## src/rtl/line_tracker_if.sv

```systemverilog
// ---------------------------------------------------------------------------
// line_tracker_if
// Bundles the line tracker's control and status signals.
//   en          tracking enable (master -> slave)
//   tube_in     raw tube sensor levels, 1 = line seen (master -> slave)
//   action      registered motion command (slave -> master)
//   action_chg  one-cycle pulse when action takes a new value (slave -> master)
//   lost        high while the tracker is searching for or has given up on
//               the line (slave -> master)
// ---------------------------------------------------------------------------
interface line_tracker_if #(
    parameter int N_SENS = 4
);
    logic              en;
    logic [N_SENS-1:0] tube_in;
    logic [3:0]        action;
    logic              action_chg;
    logic              lost;

    modport master (
        output en,
        output tube_in,
        input  action,
        input  action_chg,
        input  lost
    );

    modport slave (
        input  en,
        input  tube_in,
        output action,
        output action_chg,
        output lost
    );
endinterface

```

## src/rtl/line_tracker.sv

```systemverilog
// ---------------------------------------------------------------------------
// line_tracker
// Turns a row of tube sensors into a motion command for a line-following
// vehicle. Raw sensor levels are synchronised, debounced, classified, and
// fed to a small state machine (IDLE / TRACK / SEARCH / HALT) that ramps
// straight-line speed and searches in the last known turn direction when
// the line disappears.
// Ports:
//   clk_in      system clock, rising edge
//   rst_n       asynchronous active-low reset
//   bus.slave   en, tube_in in; action, action_chg, lost out
// Latency: a pattern held from cycle t is reflected on action at t+DEBOUNCE+3.
// ---------------------------------------------------------------------------
module line_tracker #(
    parameter int N_SENS       = 4,
    parameter int DEBOUNCE     = 3,
    parameter int RAMP_CYCLES  = 8,
    parameter int LOST_TIMEOUT = 16
) (
    input  logic          clk_in,
    input  logic          rst_n,
    line_tracker_if.slave bus
);

    localparam logic [3:0] ACT_SLOW = 4'h1;
    localparam logic [3:0] ACT_NORM = 4'h2;
    localparam logic [3:0] ACT_FAST = 4'h3;
    localparam logic [3:0] ACT_TL   = 4'h4;
    localparam logic [3:0] ACT_TR   = 4'h5;
    localparam logic [3:0] ACT_STL  = 4'h6;
    localparam logic [3:0] ACT_STR  = 4'h7;
    localparam logic [3:0] ACT_STOP = 4'hF;

    localparam logic [7:0]  DB_LIM    = 8'(DEBOUNCE);
    localparam logic [16:0] RAMP_NORM = 17'(RAMP_CYCLES);
    localparam logic [16:0] RAMP_FAST = 17'(2 * RAMP_CYCLES);
    localparam logic [15:0] TO_LIM    = 16'(LOST_TIMEOUT);

    typedef enum logic [1:0] {ST_IDLE, ST_TRACK, ST_SEARCH, ST_HALT} state_t;
    typedef enum logic {DIR_L = 1'b0, DIR_R = 1'b1} dir_t;
    typedef enum logic [2:0] {
        CL_STOP, CL_LOST, CL_STL, CL_STR, CL_TL, CL_TR, CL_STRAIGHT
    } cls_t;

    function automatic logic [7:0] sat_inc8(input logic [7:0] v);
        return (v == 8'hFF) ? v : v + 8'd1;
    endfunction

    function automatic logic [15:0] sat_inc16(input logic [15:0] v);
        return (v == 16'hFFFF) ? v : v + 16'd1;
    endfunction

    // First match wins, so the sharp-turn tests shadow the plain turns.
    function automatic cls_t classify(input logic [N_SENS-1:0] pat);
        logic [N_SENS/2-1:0] left;
        logic [N_SENS/2-1:0] right;
        left  = pat[N_SENS-1:N_SENS/2];
        right = pat[N_SENS/2-1:0];
        if (&pat)                              return CL_STOP;
        else if (pat == '0)                    return CL_LOST;
        else if (pat[N_SENS-1] && right == '0) return CL_STL;
        else if (pat[0] && left == '0)         return CL_STR;
        else if (left != '0 && right == '0)    return CL_TL;
        else if (right != '0 && left == '0)    return CL_TR;
        else                                   return CL_STRAIGHT;
    endfunction

    logic [N_SENS-1:0] sync_p0;
    logic [N_SENS-1:0] sync_p1;
    logic [N_SENS-1:0] cand_p2;
    logic [N_SENS-1:0] filt_p2;
    logic [7:0]        db_cnt;
    logic [7:0]        db_cnt_nxt;

    state_t      state, state_nxt;
    dir_t        last_dir, last_dir_nxt, trk_dir;
    logic [3:0]  action_q, action_nxt, trk_action;
    logic        action_chg_q;
    logic        lost_q;
    logic [16:0] ramp_cnt, ramp_nxt, trk_ramp, ramp_base;
    logic [15:0] to_cnt, to_nxt, to_inc;
    cls_t        cls;

    // Stage p0/p1: two-flop synchroniser. Stage p2: debounce filter; a new
    // candidate restarts the run count, and the filter accepts once the run
    // of identical samples reaches DEBOUNCE.
    always_comb begin
        db_cnt_nxt = (sync_p1 != cand_p2) ? 8'd1 : sat_inc8(db_cnt);
    end

    always_ff @(posedge clk_in or negedge rst_n) begin
        if (!rst_n) begin
            sync_p0 <= '0;
            sync_p1 <= '0;
            cand_p2 <= '0;
            db_cnt  <= '0;
            filt_p2 <= '0;
        end else begin
            sync_p0 <= bus.tube_in;
            sync_p1 <= sync_p0;
            cand_p2 <= sync_p1;
            db_cnt  <= db_cnt_nxt;
            if (db_cnt_nxt >= DB_LIM)
                filt_p2 <= sync_p1;
        end
    end

    // Stage p3: classification and the command state machine.
    assign cls = classify(filt_p2);
    assign to_inc = sat_inc16(to_cnt);

    // Response to a non-LOST class. Coming out of SEARCH/HALT the ramp is
    // treated as empty so a straight always restarts at Slow.
    always_comb begin
        trk_action = ACT_STOP;
        trk_ramp   = '0;
        trk_dir    = last_dir;
        ramp_base  = (state == ST_TRACK) ? ramp_cnt : '0;
        case (cls)
            CL_STL: begin trk_action = ACT_STL; trk_dir = DIR_L; end
            CL_TL:  begin trk_action = ACT_TL;  trk_dir = DIR_L; end
            CL_STR: begin trk_action = ACT_STR; trk_dir = DIR_R; end
            CL_TR:  begin trk_action = ACT_TR;  trk_dir = DIR_R; end
            CL_STRAIGHT: begin
                if (ramp_base >= RAMP_FAST) begin
                    trk_action = ACT_FAST;
                    trk_ramp   = RAMP_FAST;
                end else begin
                    trk_action = (ramp_base >= RAMP_NORM) ? ACT_NORM : ACT_SLOW;
                    trk_ramp   = ramp_base + 17'd1;
                end
            end
            default: ;
        endcase
    end

    always_comb begin
        state_nxt    = state;
        action_nxt   = action_q;
        last_dir_nxt = last_dir;
        ramp_nxt     = ramp_cnt;
        to_nxt       = to_cnt;
        if (!bus.en) begin
            state_nxt  = ST_IDLE;
            action_nxt = ACT_STOP;
            ramp_nxt   = '0;
            to_nxt     = '0;
        end else begin
            case (state)
                ST_IDLE: begin
                    state_nxt  = ST_TRACK;
                    action_nxt = ACT_STOP;
                    ramp_nxt   = '0;
                    to_nxt     = '0;
                end
                ST_TRACK: begin
                    if (cls == CL_LOST) begin
                        state_nxt  = ST_SEARCH;
                        action_nxt = (last_dir == DIR_L) ? ACT_STL : ACT_STR;
                        ramp_nxt   = '0;
                        to_nxt     = '0;
                    end else begin
                        action_nxt   = trk_action;
                        ramp_nxt     = trk_ramp;
                        last_dir_nxt = trk_dir;
                    end
                end
                ST_SEARCH: begin
                    if (cls == CL_LOST) begin
                        to_nxt = to_inc;
                        if (to_inc >= TO_LIM) begin
                            state_nxt  = ST_HALT;
                            action_nxt = ACT_STOP;
                        end
                    end else begin
                        state_nxt    = ST_TRACK;
                        action_nxt   = trk_action;
                        ramp_nxt     = trk_ramp;
                        last_dir_nxt = trk_dir;
                        to_nxt       = '0;
                    end
                end
                ST_HALT: begin
                    action_nxt = ACT_STOP;
                    if (cls != CL_LOST) begin
                        state_nxt    = ST_TRACK;
                        action_nxt   = trk_action;
                        ramp_nxt     = trk_ramp;
                        last_dir_nxt = trk_dir;
                        to_nxt       = '0;
                    end
                end
                default: begin
                    state_nxt  = ST_IDLE;
                    action_nxt = ACT_STOP;
                end
            endcase
        end
    end

    always_ff @(posedge clk_in or negedge rst_n) begin
        if (!rst_n) begin
            state        <= ST_IDLE;
            action_q     <= ACT_STOP;
            action_chg_q <= 1'b0;
            lost_q       <= 1'b0;
            last_dir     <= DIR_L;
            ramp_cnt     <= '0;
            to_cnt       <= '0;
        end else begin
            state        <= state_nxt;
            action_q     <= action_nxt;
            action_chg_q <= (action_nxt != action_q);
            lost_q       <= (state_nxt == ST_SEARCH) || (state_nxt == ST_HALT);
            last_dir     <= last_dir_nxt;
            ramp_cnt     <= ramp_nxt;
            to_cnt       <= to_nxt;
        end
    end

    assign bus.action     = action_q;
    assign bus.action_chg = action_chg_q;
    assign bus.lost       = lost_q;

endmodule

```

## src/flat_wrapper.sv

```systemverilog
// flat-port wrapper written by rule: the top's interface ports become plain ports
module line_tracker_flat 
#(
    parameter int N_SENS       = 4,
    parameter int DEBOUNCE     = 3,
    parameter int RAMP_CYCLES  = 8,
    parameter int LOST_TIMEOUT = 16
)
  (clk_in, rst_n, bus_en, bus_tube_in, bus_action, bus_action_chg, bus_lost);
  line_tracker_if #(.N_SENS(N_SENS)) bus_i ();
  input  logic clk_in;
  input  logic rst_n;
  input wire logic [$bits(bus_i.en)-1:0] bus_en;
  input wire logic [$bits(bus_i.tube_in)-1:0] bus_tube_in;
  output wire logic [$bits(bus_i.action)-1:0] bus_action;
  output wire logic [$bits(bus_i.action_chg)-1:0] bus_action_chg;
  output wire logic [$bits(bus_i.lost)-1:0] bus_lost;
  assign bus_i.en = bus_en;
  assign bus_i.tube_in = bus_tube_in;
  assign bus_action = bus_i.action;
  assign bus_action_chg = bus_i.action_chg;
  assign bus_lost = bus_i.lost;
  line_tracker #(.N_SENS(N_SENS), .DEBOUNCE(DEBOUNCE), .RAMP_CYCLES(RAMP_CYCLES), .LOST_TIMEOUT(LOST_TIMEOUT)) u_core (.clk_in(clk_in), .rst_n(rst_n), .bus(bus_i));
endmodule
```

## config.mk

```make
export PLATFORM = sky130hd
export DESIGN_NAME = line_tracker_flat
export DESIGN_NICKNAME = d
export VERILOG_FILES = /design/src/rtl/line_tracker_if.sv /design/src/rtl/line_tracker.sv /design/src/flat_wrapper.sv
export SDC_FILE = /design/constraint.sdc
export NUM_CORES = 1
export LEC_CHECK = 0
export CAP_MARGIN = 10
export CORE_ASPECT_RATIO = 0.5
export CORE_MARGIN = 1
export CORE_UTILIZATION = 45
export DETAILED_ROUTE_END_ITERATION = 12
export GPL_ROUTABILITY_DRIVEN = 0
export PLACE_DENSITY_LB_ADDON = 0.2
export RECOVER_POWER = 25
export SYNTH_ARGS = -nofsm -noshare
export SYNTH_HDL_FRONTEND = slang
export SYNTH_SLANG_ARGS = --single-unit
export TNS_END_PERCENT = 50
```

## constraint.sdc

```tcl
create_clock -name clk_in -period 3.73 [get_ports clk_in]
set_input_delay 0.373 -clock clk_in [delete_from_list [all_inputs] [get_ports clk_in]]
set_output_delay 0.373 -clock clk_in [all_outputs]
set_load 0.005 [all_outputs]
```

* Word level (Yosys, flattened, before mapping)
Index checks and enable logic that the tools add are counted.
Storage, ports and cells: register bits after elaboration 66, input port bits 7
Operators by class: add/subtract/negate cells 3, magnitude comparators 4, equality and inequality tests 21, multiplexer cells 42, reduce and logical (&&, ||, !) cells 19
Operator list (number):
- 17-bit 2-to-1 mux | 7
- 16-bit 2-to-1 mux | 5
- 17-bit one-hot mux with 4 select lines | 1
- 16-bit one-hot mux with 4 select lines | 1
- 4-bit 2-to-1 mux | 6
- 4-bit one-hot mux with 5 select lines | 1
- 17-bit by 1-bit adder with 17-bit output (second input constant) | 1
- 17-bit by 4-bit greater-or-equal comparator with 1-bit output (second input constant) | 1
- 17-bit by 5-bit greater-or-equal comparator with 1-bit output (second input constant) | 1
- 16-bit by 1-bit adder with 16-bit output (second input constant) | 1
- 16-bit equality test (second input constant) | 1
- 16-bit by 5-bit greater-or-equal comparator with 1-bit output (second input constant) | 1
- 8-bit 2-to-1 mux | 2
- 4-bit one-hot mux with 4 select lines | 1
- 3-bit 2-to-1 mux | 5
- 2-bit 2-to-1 mux | 7
- 3-bit equality test (second input constant) | 3
- 8-bit by 1-bit adder with 8-bit output (second input constant) | 1
- 2-bit equality test (second input constant) | 4
- 8-bit equality test (second input constant) | 1
- 8-bit by 2-bit greater-or-equal comparator with 1-bit output (second input constant) | 1
- 4-bit inequality test | 2
- 2-bit one-hot mux with 4 select lines | 1
- 4-bit AND reduction | 2
- other kinds (17) | 32

* Depth between registers and ports, before layout
Gate-level depths: netlist (run 1).
depth after elaboration 14, gate-level depth with buffers 11, depth with buffers taken out 9

* Worst setup path before layout (run 1)
OpenSTA, ideal clock, no wires.
path kind flip-flop to flip-flop, start point register u_core.filt_p2[3], end point register u_core.to_cnt[4], library setup time 0.096 ns, arrival 2.389 ns, required time 3.634 ns, slack 1.246 ns, cell stages (with the launch flop) 10, buffers on the path 2, clock period less this slack 2.484 ns, cell sequence dfrtp_1 buf_6 nor2_1 ha_1 nor3b_2 mux2i_1 nand2b_1 clkbuf_1 nand3_1 o31ai_1
Between the ends: longest elaborated chain between the ends 12
Ends and longest elaborated chain:
- start: declaration | RTL line line_tracker.sv:71 | logic [N_SENS-1:0] filt_p2;
- start signal: assignment | RTL line line_tracker.sv:104 | filt_p2 <= sync_p1;
- 2-bit zero test | RTL line line_tracker.sv:62, line_tracker.sv:64
- 1-bit logical AND | RTL line line_tracker.sv:64 | else if (right != '0 && left == '0) return CL_TR;
- 2-bit 2-to-1 mux | RTL line line_tracker.sv:64
- 3-bit 2-to-1 mux | RTL line line_tracker.sv:63 | else if (left != '0 && right == '0) return CL_TL;
- 3-bit 2-to-1 mux | RTL line line_tracker.sv:62 | else if (pat[0] && left == '0) return CL_STR;
- 3-bit 2-to-1 mux | RTL line line_tracker.sv:61 | else if (pat[N_SENS-1] && right == '0) return CL_STL;
- 3-bit 2-to-1 mux | RTL line line_tracker.sv:60 | else if (pat == '0) return CL_LOST;
- 3-bit 2-to-1 mux * | RTL line line_tracker.sv:59 | if (&pat) return CL_STOP;
- 3-bit by 1-bit equality test with 1-bit output | RTL line line_tracker.sv:157, line_tracker.sv:169
- 16-bit 2-to-1 mux | RTL line line_tracker.sv:169 | if (cls == CL_LOST) begin
- 16-bit one-hot mux with 4 select lines | RTL line line_tracker.sv:149 | case (state)
- 16-bit 2-to-1 mux | RTL line line_tracker.sv:143 | if (!bus.en) begin
- end signal: assignment | RTL line line_tracker.sv:217 | to_cnt <= to_nxt;
- end: declaration | RTL line line_tracker.sv:81 | logic [15:0] to_cnt, to_nxt, to_inc;
Every way passes the cells marked *; elsewhere a longest branch is shown, timed or not. A chain may end at the register's enable or synchronous reset.

* Worst setup path after layout (run 1)
start point register u_core.filt_p2[3], end point register u_core.to_cnt[9]
The elaborated chain is that of the path after synthesis.

==> impl_results.md, run 1 <==
* Share of cells above drive strength 1 at 11.6%
* Final Critical Period at 2.97 ns
* Critical path launch point type: register
* Final WL at 7.68 mm
* # DRC at 0
* Post-synthesis cell area at 3690 um2
* IO Pins at 13
* CTS clock-pin slew for the worst setup and hold paths at 0.05 ns
* Vias in the first global route at 2,856
* Grt ovf at 0
* Post-Syn Area per Cell at 9.83 um2
* Commonest non-fill, non-tap cell in the layout: dfrtp_1
* CTS Buf Count at 9
* Initial Util at 48.4%
* Placeable Area at 7620 um2
* Worst vdd ir at 0.329 mV
* First-pass DRT Iterations at 4
* # diodes at 0
* Clk sinks at 66
* Commonest non-fill, non-tap cells in the layout: dfrtp_1, nor2_1, nand2_1, o21ai_0, a21oi_1
* Static leakage at 1.78 nW
* Clk root buf: clkbuf_16
* Failing checks: max-capacitance violations, max-slew violations
* Hold Violations, Final at 0
* Antenna violations before repair at 0
* Max Cap Violations at 1
* Max Slew Vio Count at 43
* Total negative slack at 0 ns
* Total Die Area at 8580 um2
* Share of the yosys chip area belonging to registers at 44.9%
* Estimated wirelength of the detail-placed design at 5.43 mm
* Worst EP arrival at 3.22 ns
* Clock skew at 0.00454 ns
* Skew-Pair Late Insertion Delay at 0.33 ns
* Pwr Density at 537 nW/um2
* Post-synthesis cell count at 375
* Worst-path fanout max at 11
* Top FF cell, synth: dfrtp_1
* I/O Buffers at 12
* Fin area at 4180 um2
* H-tree levels at 3
* GRT Total Usage at 20.5%
* Async set-reset flop share out of synthesis at 100%
* Die height at 66.0 um
* WL/cell at 15.5 um
* # rows at 22
* CTS tree: yes
* Setup bufs post-CTS at 0
* Post-DP Area at 3860 um2
* Iteration-0 DRC count of the detailed router at 221
* Min-Delay Path Class: register to register
* Worst slew margin at -46.4%
* Hold Path Stages at 0
* Final setup viols at 0
* Via-per-instance ratio at 5.95
* Via count at 2,944
* Crit path kind: register to register
* Post-synth EDFFs at 0
* Post-synthesis register bit count at 66
* PostCTS Resize Cnt at 0
* Synth warn at 0
* Largest net degree at the start of global routing at 43
* Fin crit share at 79.7%
* Unrepaired setup endpoints after global routing: no
* Hold buffer count at cts at 0
* Worst-Margin Slew at 2.20 ns
* Crit path capture type: register
* Max Root-Sink Buffers at 2
* Syn Nets at 391
* Chip width at 130 um
* Cell depth of the worst flop-to-flop path at 8
* First-pass GRT wire length at 13.6 mm
* FMAX at 336 MHz
* Nets at 398
* Final antenna-violating net count at 0
* Status: complete, but fails checks
* Netlist cell types at 66
* Area growth, synth to finish at 13.3%
* WP data required at 3.98 ns
## per-stage QoR
stage,setup slack [ns],total power (W),cells,hold WS [ns],util (%)
2_1_floorplan,1.25,0.00122,375,0.0774,-
3_3_place_gp,1.01,0.00135,479,0.335,50.6
3_5_place_dp,0.833,0.00136,479,0.336,50.6
4_1_cts,0.806,0.00226,495,0.213,54.8
5_1_grt,0.438,0.00237,495,0.352,54.8
6_report,0.756,0.00225,495,0.343,54.8
## cells in the mapped netlist, drive strengths merged (6+ instances only)
cell type	number	area [um2]
inv	13	48.8
o31ai	8	60.1
ha	9	113
and2	13	81.3
mux2	7	78.8
nand4	9	68.8
nand2	25	93.8
nor3	11	55.1
xnor2	7	61.3
clkbuf	11	41.3
nand3	15	75.1
a21oi	20	100
buf	6	42.5
nor4	10	98.8
a31oi	7	43.8
o21ai	23	115
dfrtp	62	1550
nor2	27	101
and3	7	43.8
## cell families (layout without fill, tap and decap cells)
kind of cell    Yosys count  in the layout  synth area share, %
simple gates            145            145                 23.0
compound gates          103            103                 19.5
flops                    66             66                 44.9
buf+inv                  30             42                 3.60
mux                      12             12                 3.50
xor+xnor                 10             10                 2.38
fa+ha+maj                 9              9                 3.05
## report_power, final
part / internal, W / switching [W]
logic: 0.000218 / 0.000309
registers: 0.000775 / 0.0000579
clock network: 0.000583 / 0.000303
## per-layer routing
layer / share of wire [%] / GRT usage (%) / up-vias / wire (um)
met2: 46 / 31.9 / 70 / 3500
li1: - / - / 1428 / -
met4: 1.5 / 8.14 / 0 / 112
met5: 0 / 0 / - / 0
met3: 4.5 / 5.02 / 11 / 342
met1: 49 / 27.6 / 1435 / 3730
## registers in the layout (all words and copies together), names as in the netlist, 4 cells and up
register           flops
u_core.bus.action      4
u_core.cand_p2         4
u_core.db_cnt          8
u_core.filt_p2         4
u_core.ramp_cnt       17
u_core.sync_p0         4
u_core.sync_p1         4
u_core.to_cnt         16
## cell type report
| class | instances | area [um2] |
|---|---|---|
| sequential | 66 | 1660 |
| multi-input combinational | 279 | 1900 |
| clock buffer | 9 | 225 |
| fill | 645 | 3450 |
| tap | 108 | 135 |
| clock inverter | 7 | 93.8 |
| timing repair buffer | 13 | 121 |
| inverter | 13 | 48.8 |
## path summary, 6_finish.rpt
path	endpoint	slack, ns	startpoint
setup / recovery	u_core.to_cnt[9]$_DFFE_PN0P_	0.76	u_core.filt_p2[3]$_DFFE_PN0P_
hold / removal	u_core.sync_p1[0]$_DFF_PN0_	0.34	u_core.sync_p0[0]$_DFF_PN0_
setup reg to reg	u_core.to_cnt[9]$_DFFE_PN0P_	0.76	u_core.filt_p2[3]$_DFFE_PN0P_
hold reg to reg	u_core.sync_p1[0]$_DFF_PN0_	0.34	u_core.sync_p0[0]$_DFF_PN0_
max in group asynchronous	u_core.bus.action[2]$_DFF_PN1_	1.69	rst_n
min in group asynchronous	u_core.ramp_cnt[9]$_DFFE_PN0P_	0.68	rst_n
## critical path, cell delays in order, from the launching register on
cell	delay (ns)
dfrtp_1	0.47
nor2_1	0.35
ha_1	0.39
nor3b_2	0.46
mux2i_1	0.31
nand4_1	0.37
nor2b_1	0.33
nand2_1	0.08
o21ai_0	0.13
Power figures use the tool's default switching activity.
==> run 2: changes to the inputs <==
clock period = 2.5 ns   (was 3.73 ns; I/O delays follow)
==> impl_results.md, run 2 (synthesis gave the netlist of run 1 again) <==
* Min-Delay Path Class: register to register
* Estimated wirelength of the detail-placed design at 5.72 mm (+5.4%)
* Share of cells above drive strength 1 at 19.6% (+7.9 points)
* Worst-Margin Slew at 1.65 ns (-0.542 ns)
* Worst-path cell chain: nand4_1, nor4_1, buf_4, xnor2_1, nand3_1, or4_1, o211a_1
* CTS tree: yes
* H-tree levels at 3 (unchanged)
* Via count at 3,108 (+5.6%)
* Hold Violations, Final at 0 (unchanged)
* Final Util at 58.7% (+3.9 points)
* Cell depth of the worst flop-to-flop path at 7 (-1)
* Static leakage at 1.94 nW (+9.1%)
* Critical path launch point type: register
* First-pass DRT Iterations at 5 (+1)
* Max reg flops at 17 (unchanged)
* # diodes at 0 (unchanged)
* CTS Buf Count at 9 (unchanged)
* FMAX at 397 MHz (+18%)
* Final antenna-violating net count at 0 (unchanged)
* # DRC at 0 (unchanged)
* Worst EP arrival at 2.74 ns (-0.48 ns)
* Fin area at 4480 um2 (+7.1%)
* CP max stage delay at 0.49 ns (+0.02 ns)
* Met2 Usage GRT at 32.8% (+0.94 points)
* Worst slew margin at -10.3% (+36 points)
* Crit path max-delay family: simple AND/OR/NAND/NOR gates
* Max Root-Sink Buffers at 2 (unchanged)
* Antenna violations before repair at 0 (unchanged)
* GRT Total Usage at 20.9% (+0.37 points)
* Pwr Density at 822 nW/um2 (+53%)
* Total Die Area at 8580 um2 (unchanged)
* Failing checks: max-capacitance violations, max-slew violations, negative setup slack
* Via-per-instance ratio at 5.95 (+0.11%)
* Iteration-0 DRC count of the detailed router at 262 (+19%)
* Max Slew Vio Count at 28 (-35%)
* First-pass GRT wire length at 13.6 mm (+0.46%)
* Largest net degree at the start of global routing at 40 (-7.0%)
* Die height at 66.0 um (unchanged)
* Placed Cells at 504 (+5.2%)
* Met3 Track Usage GR at 6.63% (+1.6 points)
* Stages on worst setup path at 7 (-1)
* Initial Util at 48.4% (unchanged)
* Crit path kind: register to register
* CP bufs+invs at 1 (+1)
* Psw at 0.00106 W (+58%)
* CTS clock-pin slew for the worst setup and hold paths at 0.05 ns (about the same)
* Largest registers: u_core.ramp_cnt: 17 flops, u_core.to_cnt: 16 flops, u_core.db_cnt: 8 flops
* Critical path's slowest cell: nor4_1
* # rows at 22 (unchanged)
* Worst Slack Setup Final at -0.0181 ns (-0.775 ns)
* Post-DP Area at 4060 um2 (+5.2%)
* Global Route met1 Usage at 27.2% (-0.43 points)
* Unrepaired setup endpoints after global routing: yes
* Commonest non-fill, non-tap cell in the layout: dfrtp_1
* Hold Path Stages at 0 (unchanged)
* Clk root buf: clkbuf_16
* I/O Buffers at 12 (unchanged)
* Final setup viols at 2 (+2)
* Clk sinks at 66 (unchanged)
* Final Critical Period at 2.52 ns (-0.455 ns)
* Status: complete, but fails checks
* Grt ovf at 0 (unchanged)
* Clock power share at 40.1% (+0.7 points)
* Chip width at 130 um (unchanged)
* Fin crit share at 101% (+21 points)
* Nets at 425 (+6.8%)
* Worst vdd ir at 0.422 mV (+28%)
* Worst-path fanout max at 7 (-4)
* Most flops, register: u_core.ramp_cnt
* WL/cell at 15.9 um (+2.3%)
* Reg power frac at 33.0% (-4.1 points)
* Layout Cells excl Fill at 522 (+5.5%)
* WP data required at 2.72 ns (-1.26 ns)
* Placeable Area at 7620 um2 (unchanged)
* Vias in the first global route at 2,905 (+1.7%)
* Commonest non-fill, non-tap cells in the layout: dfrtp_1, nor2_1, buf_4, nand2_1, o21ai_0
* Clock skew at 0.00347 ns (-0.00107 ns)
* Total Power at 0.00368 W (+64%)
* Max Cap Violations at 1 (unchanged)
* Logic pwr share at 26.9% (+3.4 points)
* Internal power at 0.00262 W (+66%)
* Area growth, synth to finish at 21.4%
* Skew-Pair Late Insertion Delay at 0.33 ns (about the same)
* Final WL at 8.28 mm (+7.9%)
* Crit path capture type: register
* IO Pins at 13 (unchanged)
* GR peak layer: met2
* Sw Share at 28.8% (-1.0 points)
run 2: cell count changes in the layout (fill, tap and decap cells not counted), moves of 2 or more:
| cell | delta |
|---|---|
| clkinv_2 | -2 |
| buf_4 | +25 |
| nor3_1 | -2 |
| nor3_2 | +2 |
run 2: repair_timing:
action                                  CTS  global route
endpoints found under the hold margin    23             0
pin swaps                                 1             2
cloned                                    0             0
hold buffers                              1             0
resized for setup                         3             8
setup buffers                             0             1
endpoints found under the setup margin    4            15
run 2: layout make-up:
type	instances	area, um2
Multi-Input combinational cell	279	1940
Sequential cell	66	1660
Timing Repair Buffer	40	339
Clock buffer	10	239
Inverter	13	48.8
Fill cell	630	3150
Clock inverter	6	114
Tap cell	108	135
run 2: power by group through the flow:
stage | Clock [W] | Combinational [W] | Sequential [W]
after global placement | 0 | 0.000924 | 0.00123
after CTS | 0.00150 | 0.000950 | 0.00122
after global routing | 0.00155 | 0.00108 | 0.00123
after floorplan | 0 | 0.000597 | 0.00123
final | 0.00148 | 0.000990 | 0.00122
after detailed placement | 0 | 0.000941 | 0.00123
run 2: worst reg2reg max path, cell delays in order (launching register included):
cell	delay (ns)
dfrtp_1	0.46
nand4_1	0.31
nor4_1	0.49
buf_4	0.20
xnor2_1	0.13
nand3_1	0.15
or4_1	0.45
o211a_1	0.22
run 2: through the flow:
step	setup slack [ns]	TNS, ns	hold WS [ns]
2_1_floorplan	0.0155	0	-0.0456
3_3_place_gp	0.118	0	0.310
4_1_cts	0.00721	0	0.350
5_1_grt	-0.0817	-0.168	0.356
3_5_place_dp	-0.00662	-0.0125	0.328
6_report	-0.0181	-0.0338	0.347
run 2: metal layers:
layer  up-vias  wire length [um]
li1       1485                 -
met1      1509              3910
met2        99              3730
met3        15               514
met4         0               124
met5         -                 0
run 2: path summary, 6_finish.rpt:
| path | start | endpoint | slack (ns) |
|---|---|---|---|
| max | u_core.to_cnt[7]$_DFFE_PN0P_ | u_core.state[1]$_DFF_PN0_ | -0.02 |
| min | u_core.sync_p0[1]$_DFF_PN0_ | u_core.sync_p1[1]$_DFF_PN0_ | 0.35 |
| max reg2reg | u_core.to_cnt[7]$_DFFE_PN0P_ | u_core.state[1]$_DFF_PN0_ | -0.02 |
| min reg2reg | u_core.sync_p0[1]$_DFF_PN0_ | u_core.sync_p1[1]$_DFF_PN0_ | 0.35 |
| max in group asynchronous | rst_n | u_core.to_cnt[6]$_DFFE_PN0P_ | 0.66 |
| min in group asynchronous | rst_n | u_core.ramp_cnt[0]$_DFFE_PN0P_ | 0.88 |
